File: config.mk
export PLATFORM = sky130hd
export DESIGN_NAME = viterbi_hd_k3
export DESIGN_NICKNAME = d
export VERILOG_FILES = /design/src/rtl/viterbi_hd_k3.sv
export SDC_FILE = /design/constraint.sdc
export NUM_CORES = 1
export LEC_CHECK = 0
export BUFFER_PORTS_ARGS = -buffer_cell sky130_fd_sc_hd__buf_4
export CAP_MARGIN = 20
export CORE_ASPECT_RATIO = 1.2
export CORE_MARGIN = 5
export CORE_UTILIZATION = 55
export CTS_CLUSTER_DIAMETER = 50
export DETAILED_ROUTE_END_ITERATION = 8
export PLACE_DENSITY = 0.71
export SETUP_SLACK_MARGIN = 0.15
export SLEW_MARGIN = 5
export SYNTH_ARGS = -nofsm -noshare
export SYNTH_HDL_FRONTEND = slang
export SYNTH_SLANG_ARGS = --single-unit
File: constraint.sdc
create_clock -name clk -period 10.35 [get_ports clk]
set_clock_uncertainty 0.05 [all_clocks]
set_input_delay 0 -clock clk [delete_from_list [all_inputs] [get_ports clk]]
set_output_delay 0 -clock clk [all_outputs]
set_load 0.03 [all_outputs]
File: src/rtl/viterbi_hd_k3.sv
// Hard-decision rate-1/2 K=3 Viterbi decoder (g0=111, g1=101), register-exchange survivors.
// Define VITERBI_ERRCNT_EN to add the err_cnt_o channel-error estimate output.
module viterbi_hd_k3 #(
    parameter int DEPTH = 16,
    parameter int PMW   = 6
) (
    input  logic       clk,
    input  logic       rst,
    input  logic       clr_i,
    input  logic [1:0] data_serial_i,
    input  logic       valid_serial_i,
    output logic       bit_o,
    output logic       bit_valid_o
`ifdef VITERBI_ERRCNT_EN
    ,
    output logic [15:0] err_cnt_o
`endif
);

    localparam int CW = $clog2(DEPTH + 1);
    localparam logic [PMW-1:0] PM_INIT_OTHER = PMW'(7);

    logic [PMW-1:0]   pm_q     [4];
    logic [PMW-1:0]   pm_new   [4];
    logic [PMW-1:0]   pm_d     [4];
    logic [DEPTH-1:0] surv_q   [4];
    logic [DEPTH-1:0] surv_d   [4];
    logic [CW-1:0]    cnt_q;
    logic [CW-1:0]    cnt_d;
    logic             bit_q;
    logic             bit_valid_q;
    logic             all_msb;
    logic [PMW-1:0]   min_new;
    logic [1:0]       best_state;

    // Hamming distance between the received pair and the encoder output {g0,g1}
    // produced when input u is applied in state p.
    function automatic logic [1:0] branch_metric(input logic [1:0] rx, input logic u,
                                                 input logic [1:0] p);
        logic [1:0] diff;
        diff = rx ^ {u ^ p[1] ^ p[0], u ^ p[0]};
        return {1'b0, diff[1]} + {1'b0, diff[0]};
    endfunction

    // Add-compare-select: state {a,b} is reached from {b,0} or {b,1} with input a.
    generate
        for (genvar gi = 0; gi < 4; gi++) begin : g_acs
            localparam int   P0     = (gi % 2) * 2;
            localparam int   P1     = P0 + 1;
            localparam logic IN_BIT = (gi >= 2);

            logic [PMW-1:0] cand0;
            logic [PMW-1:0] cand1;
            logic           take1;

            assign cand0 = pm_q[P0] + PMW'(branch_metric(data_serial_i, IN_BIT, 2'(P0)));
            assign cand1 = pm_q[P1] + PMW'(branch_metric(data_serial_i, IN_BIT, 2'(P1)));
            assign take1 = (cand1 < cand0);

            assign pm_new[gi] = take1 ? cand1 : cand0;
            assign surv_d[gi] = {take1 ? surv_q[P1][DEPTH-2:0] : surv_q[P0][DEPTH-2:0], IN_BIT};
        end
    endgenerate

    // Dropping a shared MSB keeps the metric differences intact.
    assign all_msb = pm_new[0][PMW-1] & pm_new[1][PMW-1] & pm_new[2][PMW-1] & pm_new[3][PMW-1];

    generate
        for (genvar gi = 0; gi < 4; gi++) begin : g_norm
            assign pm_d[gi] = all_msb ? {1'b0, pm_new[gi][PMW-2:0]} : pm_new[gi];
        end
    endgenerate

    always_comb begin
        min_new    = pm_new[0];
        best_state = 2'd0;
        for (int i = 1; i < 4; i++) begin
            if (pm_new[i] < min_new) begin
                min_new    = pm_new[i];
                best_state = 2'(i);
            end
        end
    end

    assign cnt_d = (cnt_q == CW'(DEPTH)) ? cnt_q : cnt_q + CW'(1);

    always_ff @(posedge clk or posedge rst) begin
        if (rst) begin
            for (int i = 0; i < 4; i++) begin
                pm_q[i]   <= (i == 0) ? '0 : PM_INIT_OTHER;
                surv_q[i] <= '0;
            end
            cnt_q       <= '0;
            bit_q       <= 1'b0;
            bit_valid_q <= 1'b0;
        end else if (clr_i) begin
            for (int i = 0; i < 4; i++) begin
                pm_q[i]   <= (i == 0) ? '0 : PM_INIT_OTHER;
                surv_q[i] <= '0;
            end
            cnt_q       <= '0;
            bit_q       <= 1'b0;
            bit_valid_q <= 1'b0;
        end else if (valid_serial_i) begin
            for (int i = 0; i < 4; i++) begin
                pm_q[i]   <= pm_d[i];
                surv_q[i] <= surv_d[i];
            end
            cnt_q <= cnt_d;
            if (cnt_d >= CW'(DEPTH)) begin
                bit_q       <= surv_d[best_state][DEPTH-1];
                bit_valid_q <= 1'b1;
            end else begin
                bit_valid_q <= 1'b0;
            end
        end else begin
            bit_valid_q <= 1'b0;
        end
    end

    assign bit_o       = bit_q;
    assign bit_valid_o = bit_valid_q;

`ifdef VITERBI_ERRCNT_EN
    logic [PMW-1:0] min_prev;
    logic [PMW-1:0] min_delta;
    logic [16:0]    err_sum;
    logic [15:0]    err_cnt_q;

    always_comb begin
        min_prev = pm_q[0];
        for (int i = 1; i < 4; i++) begin
            if (pm_q[i] < min_prev) begin
                min_prev = pm_q[i];
            end
        end
    end

    // The best metric never decreases, so this difference is the errors added by this symbol.
    assign min_delta = min_new - min_prev;
    assign err_sum   = {1'b0, err_cnt_q} + 17'(min_delta);

    always_ff @(posedge clk or posedge rst) begin
        if (rst) begin
            err_cnt_q <= '0;
        end else if (clr_i) begin
            err_cnt_q <= '0;
        end else if (valid_serial_i) begin
            err_cnt_q <= err_sum[16] ? 16'hFFFF : err_sum[15:0];
        end
    end

    assign err_cnt_o = err_cnt_q;
`endif

endmodule

==> results.md, run 1 <==
* CTS Buf Count at 9
* Crit path max-delay cell type: o41ai_1
* Vias per cell at 5.82
* Post-synthesis async set-or-reset flop share at 1.00
* Final period util at 0.882
* Max Clk Rate at 110 MHz
* GP Congestion at 0.978
* CTS tree: yes
* Total gr overflow at 0
* Die area at 13600 um^2
* Antenna diodes at 0
* Post-synthesis net count at 745
* CP Launch Type: flip-flop
* Post-CTS Resized at 0
* CTS sink count at 85
* # nets final at 728
* Initial antenna violation count at 0
* Clock transition at path regs at 0.07 ns
* PortBufs at 7
* DR WL/cell at 17.6 um
* Footprint of the multi-input gates at 3840 um^2
* Final setup fails at 0
* WP data arrival at 9.32 ns
* Post-synthesis sequential area ratio at 0.342
* H-tree depth at 3
* GRT Util Overall at 0.224
* Fin cells at 828
* # fillers at 970
* Post-DP Area at 6360 um^2
* Register area at 2140 um^2
* CP dominant cell by count: ha_1
* Max Cap Viol at 0
* RSZ-0062 raised after global routing: false
* Core box area at 11100 um^2
* Area Overhead vs Synth at 7.33%
* Crit Path Class: flip-flop to flip-flop
* Critical Path Sink Type: flip-flop
* Post-synthesis area per instance at 9.10 um^2
* Max Root-Sink Buffers at 2
* Post-synth EDFFs at 0
* Starting Density at 0.563
* CP max stage delay at 0.57 ns
* Die H at 127 um
* Layout cells sized above 1 at 0.0861
* First-pass GRT wire length at 24300 um
* Die W at 107 um
* DRT Pass-1 Iters at 4
* Vias in the first global route at 4881
* Crit-path max FO at 11
* Detailed Route Iter0 Violations at 221
* Max-slew headroom at 0.374
* Hold Buf Count CTS at 1
* Final wirelength at 14500 um
* Min-delay worst type: input port to flip-flop
* Finished Cell Area at 6700 um^2
* DR vias at 4816
* Critical Path RT at 10.54 ns
* Final Hold Fails at 0
* Synth cell types at 51
* Flops & latches, synth at 85
* Remaining DRCs at 0
* Setup TNS at 0 ns
* Final Hold Slack at 0.0649 ns
* Max Transition Viols Final at 0
* Clk_lat worst skew at 0.34 ns
* Hpwl dp at 10400 um
* Top Ports at 8
* Worst-Margin Slew at 0.939 ns
* Largest net degree at the start of global routing at 102
* Post-route minimum period at 9.13 ns
* DP Cell Count at 811
* Most frequently used flop master after synthesis: dfrtp_1
* Mapped cell area at 6240 um^2
* Status: complete, no violations
* Detail Route Antenna Nets at 0
* Synth Warn # at 0
* Mapped Cells at 686
* Setup Fix Bufs, Post-CTS at 0
* FP Rows at 42
* Clock root buffer: clkbuf_16
[placed cells by master, fill, tap and decap left out, types with 2 or more instances in the layout]
| cell type | synthesis | layout |
|---|---|---|
| nor2_1 | 113 | 113 |
| dfrtp_1 | 76 | 76 |
| mux2i_1 | 69 | 69 |
| a211oi_1 | 54 | 54 |
| ha_1 | 53 | 53 |
| nand2_1 | 40 | 40 |
| a21oi_1 | 37 | 36 |
| xnor2_1 | 25 | 25 |
| inv_1 | 26 | 25 |
| o21ai_0 | 24 | 24 |
| xor2_1 | 21 | 21 |
| a21o_1 | 14 | 14 |
| buf_4 | 2 | 12 |
| clkbuf_16 | 0 | 9 |
| dfstp_2 | 9 | 9 |
| nand2b_1 | 7 | 7 |
| o21a_1 | 7 | 7 |
| mux2_2 | 7 | 7 |
| nor2b_1 | 6 | 6 |
| nand3_1 | 6 | 6 |
| and3_1 | 6 | 6 |
| a22o_1 | 5 | 5 |
| o211ai_2 | 4 | 4 |
| nand4_1 | 4 | 4 |
| o211ai_1 | 3 | 3 |
| and2_1 | 2 | 2 |
| nor3_2 | 2 | 2 |
| o31ai_1 | 2 | 2 |
| o41ai_1 | 2 | 2 |
| a311o_1 | 2 | 2 |
| a31oi_1 | 2 | 2 |
| clkinv_2 | 0 | 2 |
| bufinv_16 | 0 | 2 |
[path summary, 6_finish.rpt]
| kind | startpoint | endpoint | slack [ns] | cells after the start |
|---|---|---|---|---|
| max | pm_q[0] | bit_o | 1.22 | 38 |
| min in group asynchronous | rst | cnt_q[1] | 0.14 | 3 |
| max in group asynchronous | rst | pm_q[19] | 8.97 | 4 |
| max reg2reg | pm_q[0] | bit_o | 1.22 | 38 |
| min | valid_serial_i | pm_q[2] | 0.06 | 3 |
| min reg2reg | surv_q[0] | surv_q[0] | 0.46 | 2 |
[cells in the mapped netlist (all sizes together), types with 7 or more instances]
cell type,instances,area (um^2)
mux2i,69,691
buf,13,71.3
ha,53,663
dfstp,9,236
nor2,114,444
clkbuf,28,105
a211oi,54,405
nand2b,7,43.8
xor2,21,184
mux2,7,78.8
nor2b,7,46.3
xnor2,25,219
a21o,15,114
nand2,40,150
dfrtp,76,1900
o211ai,7,72.6
a21oi,37,185
o21a,7,52.6
inv,26,97.6
o21ai,25,125
[routing by layer]
metal | wire [um] | global-route usage | up-vias
met2 | 7430 | 0.380 | 62
li1 | - | - | 2390
met5 | 0 | 0 | -
met3 | 386 | 0.0371 | 25
met4 | 377 | 0.0858 | 0
met1 | 6350 | 0.285 | 2339
[final cells by class]
cell class	count	share of cell area
Inverter	26	0.0147
Sequential cell	85	0.319
Clock buffer	10	0.0357
Clock inverter	6	0.0140
Multi-Input combinational cell	534	0.573
Timing Repair Buffer	13	0.0149
Tap cell	154	0.0288
[cells by family after synthesis]
group	count (synthesis)	share of synthesized area
and+or+nand+nor	192	0.135
buffers and inverters	67	0.0439
muxes	76	0.123
AOI/OAI and AO/OA	166	0.183
xor gates and xnor gates	46	0.0645
adders and majority gates	54	0.108
DFF	85	0.342
[state kept, by name, summed over array words and instances, names as in the netlist]
register / cells
surv_q: 54
pm_q: 24
cnt_q: 5
bit_o: 1
bit_valid_o: 1
[stage by stage]
stage,setup WS (ns),util
after floorplan,2.19,-
after global placement,1.58,0.573
after detailed placement,1.30,0.573
after CTS,1.40,0.604
after global routing,0.730,0.604
final,1.22,0.604
[worst max-delay path: cells and delay by family, from the launching register on]
family	cells	cell delay (ns)
adders and majority gates	5	1.35
and+or+nand+nor	9	1.55
muxes	2	0.79
xor gates and xnor gates	1	0.17
AOI/OAI and AO/OA	19	4.41
buffers and inverters	2	0.17
DFF	1	0.53
Power of run 1 is left out: the tool's default activity adds up to more than one toggle a clock period on the data nets, which glitch-free logic cannot reach.
==> run 2, diff against run 1 <==
--- a/config.mk
+++ b/config.mk
@@ -5,14 +5,16 @@
 export SDC_FILE = /design/constraint.sdc
 export NUM_CORES = 1
 export LEC_CHECK = 0
-export BUFFER_PORTS_ARGS = -buffer_cell sky130_fd_sc_hd__buf_4
+export BUFFER_PORTS_ARGS = -buffer_cell sky130_fd_sc_hd__buf_2
 export CAP_MARGIN = 20
+export CELL_PAD_IN_SITES_DETAIL_PLACEMENT = 1
+export CELL_PAD_IN_SITES_GLOBAL_PLACEMENT = 2
 export CORE_ASPECT_RATIO = 1.2
 export CORE_MARGIN = 5
-export CORE_UTILIZATION = 55
+export CORE_UTILIZATION = 41
 export CTS_CLUSTER_DIAMETER = 50
 export DETAILED_ROUTE_END_ITERATION = 8
-export PLACE_DENSITY = 0.71
+export PLACE_DENSITY_LB_ADDON = 0.1
 export SETUP_SLACK_MARGIN = 0.15
 export SLEW_MARGIN = 5
 export SYNTH_ARGS = -nofsm -noshare
==> run 2 against run 1 <==
Via count rose by 1.7%. Maximum frequency barely moved. Critical path depth did not move. Clock-buffer cell count did not move. Wire length rose by 13%. Non-clock buffer count did not move. Design area rose by 0.43%. Die area rose by 31%. Utilization fell by 15 points. Flip-flop and latch count did not move. Critical path type unchanged. Highest routed layer unchanged.
==> results.md, run 2 (synthesis gave the netlist of run 1 again) <==
* Status: complete, no violations
* GR Util met1 at 0.242
* Layout cells sized above 1 at 0.0832
* Starting Density at 0.417
* Critical Path Sink Type: flip-flop
* H-tree depth at 3
* Area Overhead vs Synth at 7.80%
* # nets final at 728
* Final wirelength at 16400 um
* Critical Path RT at 10.54 ns
* Detailed Route Iter0 Violations at 152
* Crit path max-delay cell type: a2111oi_0
* Core box area at 15000 um^2
* Post-CTS Resized at 0
* Worst-Margin Slew at 1.09 ns
* Die H at 145 um
* Top Ports at 8
* Min-delay worst type: input port to async pin
* Busiest grt layer: met2
* Max Clk Rate at 109 MHz
* Antenna diodes at 0
* Largest regs: surv_q: 54 flops, pm_q: 24 flops, cnt_q: 5 flops
* Total gr overflow at 0
* GRT Util Overall at 0.192
* CP Launch Type: flip-flop
* WP data arrival at 9.32 ns
* Max Cap Viol at 0
* Max Root-Sink Buffers at 2
* Final setup fails at 0
* DR WL/cell at 18.7 um
* Remaining DRCs at 0
* Max Transition Viols Final at 0
* # fillers at 1755
* Crit Path Class: flip-flop to flip-flop
* CTS Buf Count at 9
* Vias per cell at 5.58
* CP dominant cell by count: ha_1
* M2 GR Usage at 0.336
* Finished Cell Area at 6730 um^2
* Final Hold Slack at 0.110 ns
* Post-DP Area at 6410 um^2
* Die W at 123 um
* GP Congestion at 0.884
* DRT Pass-1 Iters at 4
* Commonest cells after routing, fill and taps aside: nor2_1, dfrtp_1, mux2i_1
* Largest net degree at the start of global routing at 80
* DR vias at 4898
* CP max stage delay at 0.61 ns
* Detail Route Antenna Nets at 0
* Max reg flops at 54
* Footprint of the multi-input gates at 3840 um^2
* Die area at 17800 um^2
* Setup Fix Bufs, Post-CTS at 0
* Hold Buf Count CTS at 1
* Clk_lat worst skew at 0.35 ns
* Largest Register: surv_q
* FP Rows at 49
* M3 GR Usage at 0.0265
* RSZ-0062 raised after global routing: false
* Hpwl dp at 11800 um
* Vias in the first global route at 5144
* Clock transition at path regs at 0.06 ns
* PortBufs at 7
* Register area at 2140 um^2
* Crit-path max FO at 11
* Initial antenna violation count at 0
* Final period util at 0.882
* Final Hold Fails at 0
* First-pass GRT wire length at 27100 um
* Commonest non-fill, non-tap cell in the layout: nor2_1
* Clock root buffer: clkbuf_16
* Post-route minimum period at 9.13 ns
* Max-slew headroom at 0.275
* Setup TNS at 0 ns
* CTS tree: yes
* CTS sink count at 85
[run 2: through the flow]
step / setup slack [ns] / instances / utilization
floorplan: 2.19 / 686 / -
global route: 0.518 / 877 / 0.450
global placement: 1.63 / 861 / 0.428
CTS: 1.34 / 877 / 0.450
finish: 1.22 / 877 / 0.450
detailed placement: 1.26 / 861 / 0.428
[run 2: per-layer routing]
metal | wire length [um] | up-vias
met5 | 0 | -
met4 | 274 | 0
met3 | 208 | 15
met2 | 8440 | 34
met1 | 7470 | 2451
li1 | - | 2398
[run 2: area by class of cell]
class / count / area share
Multi-Input combinational cell: 534 / 0.570
Sequential cell: 85 / 0.318
Tap cell: 204 / 0.0379
Clock buffer: 10 / 0.0340
Inverter: 26 / 0.0147
Clock inverter: 5 / 0.0126
Timing Repair Buffer: 13 / 0.0126
[run 2: worst max-delay path, delay by kind of cell (launching register included)]
family	cells	cell delay (ns)
buffers and inverters	2	0.16
and+or+nand+nor	9	1.57
AOI/OAI and AO/OA	19	4.49
DFF	1	0.53
adders and majority gates	5	1.35
xor gates and xnor gates	1	0.16
muxes	2	0.67
[run 2: worst paths after layout]
kind	end	slack, ns	cells past startpoint	from
max in group asynchronous	pm_q[18]	8.93	4	rst
worst min register to register	surv_q[0]	0.47	2	surv_q[0]
worst max register to register	bit_o	1.22	38	pm_q[0]
worst min-delay path	cnt_q[0]	0.11	3	rst
min in group clk	surv_q[7]	0.14	3	valid_serial_i
worst max-delay path	bit_o	1.22	38	pm_q[0]
Power of run 2 is left out for the same reason.
